File: src/rtl/fetch_sequencer.sv
// Instruction fetch controller: owns the PC, drives instruction memory and
// feeds decode through a small prefetch FIFO with redirect/flush handling.
module fetch_sequencer #(
  parameter logic [31:0] RESET_PC   = 32'h0000_0000,
  parameter int unsigned IMEM_BYTES = 80,
  parameter int unsigned FIFO_DEPTH = 2
) (
  input  logic        clk,
  input  logic        rst,
  output logic [31:0] imem_addr,
  input  logic [31:0] imem_data,
  output logic        ins_valid,
  input  logic        ins_ready,
  output logic [31:0] ins_out,
  output logic [31:0] pc_out,
  input  logic        redirect_valid,
  input  logic [31:0] redirect_pc,
  output logic        fetch_done,
  output logic        fault
);

  localparam int unsigned PTR_W = (FIFO_DEPTH > 1) ? $clog2(FIFO_DEPTH) : 1;
  localparam int unsigned CNT_W = $clog2(FIFO_DEPTH + 1);
  localparam logic [32:0] LIMIT = 33'(IMEM_BYTES);

  typedef enum logic [1:0] {
    ST_FETCH = 2'd0,
    ST_END   = 2'd1,
    ST_ERROR = 2'd2
  } state_t;

  state_t            state, state_next;
  logic [31:0]       fetch_pc, fetch_pc_next, fetch_pc_inc;
  logic [PTR_W-1:0]  rd_ptr, rd_ptr_next, wr_ptr, wr_ptr_next;
  logic [CNT_W-1:0]  count, count_next;
  logic              pop, push;

  logic [31:0] pc_mem  [FIFO_DEPTH];
  logic [31:0] ins_mem [FIFO_DEPTH];

  assign fetch_pc_inc = fetch_pc + 32'd4;

  // Next-state: redirect (outside ERROR) flushes and retargets; otherwise fetch/drain.
  always_comb begin
    state_next    = state;
    fetch_pc_next = fetch_pc;
    rd_ptr_next   = rd_ptr;
    wr_ptr_next   = wr_ptr;
    count_next    = count;
    pop           = (count != '0) && ins_ready;
    push          = (state == ST_FETCH) && ((count < CNT_W'(FIFO_DEPTH)) || pop) && !redirect_valid;

    if (redirect_valid && (state != ST_ERROR)) begin
      rd_ptr_next = '0;
      wr_ptr_next = '0;
      count_next  = '0;
      if (redirect_pc[1:0] != 2'b00) begin
        state_next = ST_ERROR;
      end else begin
        fetch_pc_next = redirect_pc;
        // 33-bit compare so targets near 2^32 cannot alias into range
        state_next    = (({1'b0, redirect_pc} + 33'd4) > LIMIT) ? ST_END : ST_FETCH;
      end
    end else begin
      if (push) begin
        wr_ptr_next   = wr_ptr + PTR_W'(1);
        fetch_pc_next = fetch_pc_inc;
        if (({1'b0, fetch_pc_inc} + 33'd4) > LIMIT) begin
          state_next = ST_END;
        end
      end
      if (pop) begin
        rd_ptr_next = rd_ptr + PTR_W'(1);
      end
      if (push && !pop) begin
        count_next = count + CNT_W'(1);
      end else if (pop && !push) begin
        count_next = count - CNT_W'(1);
      end
    end
  end

  // State, pointers and registered status outputs.
  always_ff @(posedge clk or posedge rst) begin
    if (rst) begin
      state      <= ST_FETCH;
      fetch_pc   <= RESET_PC;
      rd_ptr     <= '0;
      wr_ptr     <= '0;
      count      <= '0;
      ins_valid  <= 1'b0;
      fetch_done <= 1'b0;
      fault      <= 1'b0;
    end else begin
      state      <= state_next;
      fetch_pc   <= fetch_pc_next;
      rd_ptr     <= rd_ptr_next;
      wr_ptr     <= wr_ptr_next;
      count      <= count_next;
      ins_valid  <= (count_next != '0);
      fetch_done <= (state_next == ST_END) && (count_next == '0);
      fault      <= (state_next == ST_ERROR);
    end
  end

  // FIFO storage needs no reset; entries are only observed while counted.
  always_ff @(posedge clk) begin
    if (push) begin
      pc_mem[wr_ptr]  <= fetch_pc;
      ins_mem[wr_ptr] <= imem_data;
    end
  end

  assign imem_addr = fetch_pc;
  assign ins_out   = ins_mem[rd_ptr];
  assign pc_out    = pc_mem[rd_ptr];

endmodule
File: config.mk
export PLATFORM = sky130hd
export DESIGN_NAME = fetch_sequencer
export DESIGN_NICKNAME = d
export VERILOG_FILES = /design/src/rtl/fetch_sequencer.sv
export SDC_FILE = /design/constraint.sdc
export NUM_CORES = 1
export LEC_CHECK = 0
export CAP_MARGIN = 10
export CORE_UTILIZATION = 52
export DETAILED_ROUTE_END_ITERATION = 16
export GPL_TIMING_DRIVEN = 0
export PLACE_DENSITY = 0.82
export SYNTH_ARGS = -nofsm -noshare
export SYNTH_HDL_FRONTEND = slang
export SYNTH_SLANG_ARGS = --single-unit
File: constraint.sdc
create_clock -name clk -period 4.8 [get_ports clk]
set_input_delay 0.48 -clock clk [delete_from_list [all_inputs] [get_ports clk]]
set_output_delay 0.48 -clock clk [all_outputs]
set_load 0.01 [all_outputs]
==> flow_metrics.py <==
metrics = {
    "outcome": {
        "outcome": "finished clean",
    },
    "power": {
        "powerDensity_nw_per_um2": 522,
        "finalPower_mw": 5.75,
        "p_leak_nw": 3.70,
        "vdd.ir_drop.worst_v": 0.000261,
    },
    "critical_path": {
        "timing.rr.start": "imem_addr[6]$_DFFE_PP0P_",
        "crit_path_end_kind": "flip-flop",
        "crit_chain": "buf_2, nand2_1, or3_1, or3_1, a221oi_1, a21oi_1, a2111oi_0, nand4_1, nor4_1, a31oi_1, nor3b_2",
        "critPathLaunchType": "flip-flop",
        "max_stage_delay_ps": 810,
        "cpMostUsedCell": "or3_1",
        "worstPathRequired_ps": 5110,
        "r2r_setup_slack_ps": 340,
        "cp_max_fo": 10,
        "crit_buf_inv": 1,
        "crit_path_top_delay_cell": "a2111oi_0",
        "crit_arrival_ps": 4770,
        "crit_path_start": "imem_addr[6]$_DFFE_PP0P_",
        "crit_type": "reg2reg",
        "crit_family": "simple AND/OR/NAND/NOR gates",
    },
    "logic_synthesis": {
        "synth_nets": 779,
        "synth.distinct_cells": 67,
        "synthTopCellsByArea": "edfxtp_1 (45%), dfrtp_1 (12%), mux2_2 (8.7%), o21ai_0 (2.4%), nand2_1 (2.1%)",
        "synth_edf_count": 128,
        "synth_top_cell_by_area": "edfxtp_1",
        "synth_top_area_frac": 0.455,
        "synthesis.instances": 707,
        "ys_ff_latch": 169,
        "seq_area_frac_synth": 0.576,
        "netlist_area_um2": 8450,
        "ys_top_cells_by_count": "edfxtp_1 (128), mux2_2 (65), nand2_1 (47)",
        "yosysWarnings": 0,
        "async_flop_share": 0.243,
        "synth_top_flop_cell": "edfxtp_1",
        "yosysMostFrequentCell": "edfxtp_1",
        "post_synth.cell_area_avg_um2": 11.9,
    },
    "cells_and_area": {
        "fillerInstances": 1178,
        "fin_cells": 1125,
        "area_delta_synth_final_pct": 30.5,
        "num-nets-final": 968,
        "insertedDiodeCount": 0,
        "final_layout_size_suffix_gt1_frac": 0.143,
        "utilization": 0.694,
    },
    "clock_network": {
        "cts_resized": 0,
        "clockRootBuffer": "clkbuf_16",
        "clock_latency_ps": 430,
        "cts_setup_buffers": 0,
        "cts_hold_buf": 0,
        "cts_tree": "yes",
        "numCtsBuffers": 17,
        "clk_pin_slew_ps": 70,
        "cts_sinks": 169,
        "clockBufferDepth": 2,
        "cts.htree.levels": 4,
    },
    "sta": {
        "timing.final.crit_share": 0.929,
        "setup_tns_ps": 0,
        "setup_viol": 0,
        "finalMaxSlewViolations": 0,
        "rsz0062_at_grt": "no",
        "worst_pin_slew_ps": 879,
        "fmax_mhz": 224,
        "hold_violations": 0,
        "skew_ps": 8.22,
        "min_period_ps": 4460,
        "slew_headroom": 0.399,
        "worst_slack_ps": 342,
    },
    "place": {
        "pre_cts_slack_ps": 529,
        "dp.cells": 1093,
        "routabilityCongestion": 0.981,
        "port_buffers": 166,
        "dp_hpwl_mm": 17.7,
    },
    "grt": {
        "grt_pass1_vias": 6746,
        "antenna_found_initial": 0,
        "grt_usage": 0.291,
        "grt-ovfl-total": 0,
        "grt_pass1_wl_mm": 36.1,
        "use_met3": 0.0661,
        "grt_max_degree": 64,
        "grtUsageMet1": 0.384,
        "busiest_layer": "met2",
        "use_met2": 0.455,
    },
    "floorplanning": {
        "die_area_um2": 16800,
        "rows": 46,
        "die_w_um": 129,
        "coreArea_um2": 15900,
        "io_pins": 167,
        "initial_utilization": 0.532,
        "die_height_um": 129,
    },
    "route": {
        "num_vias": 6950,
        "drcViolationCount": 0,
        "drtIter0Drc": 858,
        "routed_via_density": 6.18,
        "drt_wl_total_mm": 23.9,
        "ant_nets": 0,
        "first_pass_iters": 8,
        "wire_per_inst_um": 21.2,
    },
    "min_path": {
        "hold_class": "in2async",
    },
    "job": {
        "cap_violations": 0,
    },
}
[area by class of cell]
class,instances,area (µm²),share of cell area
sequential,169,4870,0.442
multi-input combinational,480,3360,0.305
timing repair buffer,170,1750,0.159
clock buffer,18,429,0.0389
tap,216,270,0.0245
buffer,43,178,0.0161
clock inverter,14,111,0.0101
inverter,15,56.3,0.00511
[state kept, by name, summed over array words and instances, names as in the netlist, 2 cells and up]
signal	flops
count	2
imem_addr	32
ins_mem	64
pc_mem	64
state	2
[cells in the final DEF (no fill, tap or decap), types with 8 or more instances in the layout]
cell / instances
a21oi_1: 23
a221o_1: 10
a22oi_1: 11
and2_1: 8
and3_1: 8
clkbuf_1: 34
clkbuf_16: 17
clkdlybuf4s50_1: 166
dfrtp_1: 41
edfxtp_1: 128
inv_1: 14
mux2_2: 65
nand2_1: 47
nand3_1: 33
nand4_1: 21
nor2_1: 25
nor3_1: 24
nor4_1: 23
o21ai_0: 41
o31ai_1: 8
or3_1: 12
xnor2_1: 17
xor2_1: 11
[worst paths after layout]
| kind | to | cells after the start |
|---|---|---|
| setup / recovery | fetch_done$_DFF_PP0_ | 11 |
| setup reg to reg | fetch_done$_DFF_PP0_ | 11 |
| hold reg to reg | pc_mem[0][5]$_DFFE_PP_ | 0 |
| min in group clk | pc_mem[0][5]$_DFFE_PP_ | 0 |
| max in group asynchronous | imem_addr[8]$_DFFE_PP0P_ | 3 |
| hold / removal | rd_ptr$_DFFE_PP0P_ | 2 |
[power by group]
group / internal (mW) / total (mW) / switching, mW / leakage (nW)
Sequential: 1.82 / 2.13 / 0.311 / 1.67
Clock: 0.673 / 1.26 / 0.587 / 0.259
Combinational: 1.12 / 2.36 / 1.24 / 1.76
[stage by stage]
| step | instance area (µm²) | hold WS [ps] |
|---|---|---|
| 4_1_cts | 11000 | 240 |
| 3_5_place_dp | 10500 | 496 |
| 5_1_grt | 11000 | 269 |
| 2_1_floorplan | 8450 | 475 |
| 3_3_place_gp | 10400 | 492 |
| 6_report | 11000 | 259 |
[layer usage]
layer / vias to the layer above / wire length (µm)
li1: 3139 / -
met1: 3313 / 9740
met2: 427 / 10800
met3: 71 / 2460
met4: 0 / 879
met5: - / 0
[cell families after synthesis]
logic type	Yosys count	share of synthesized area
and+or+nand+nor	235	0.154
AOI/OAI and AO/OA	147	0.120
adders and majority gates	4	0.00592
buffers and inverters	58	0.0277
xor gates and xnor gates	28	0.0290
DFF	169	0.576
muxes	66	0.0878
Note: power is estimated with default switching activity, not from simulation.
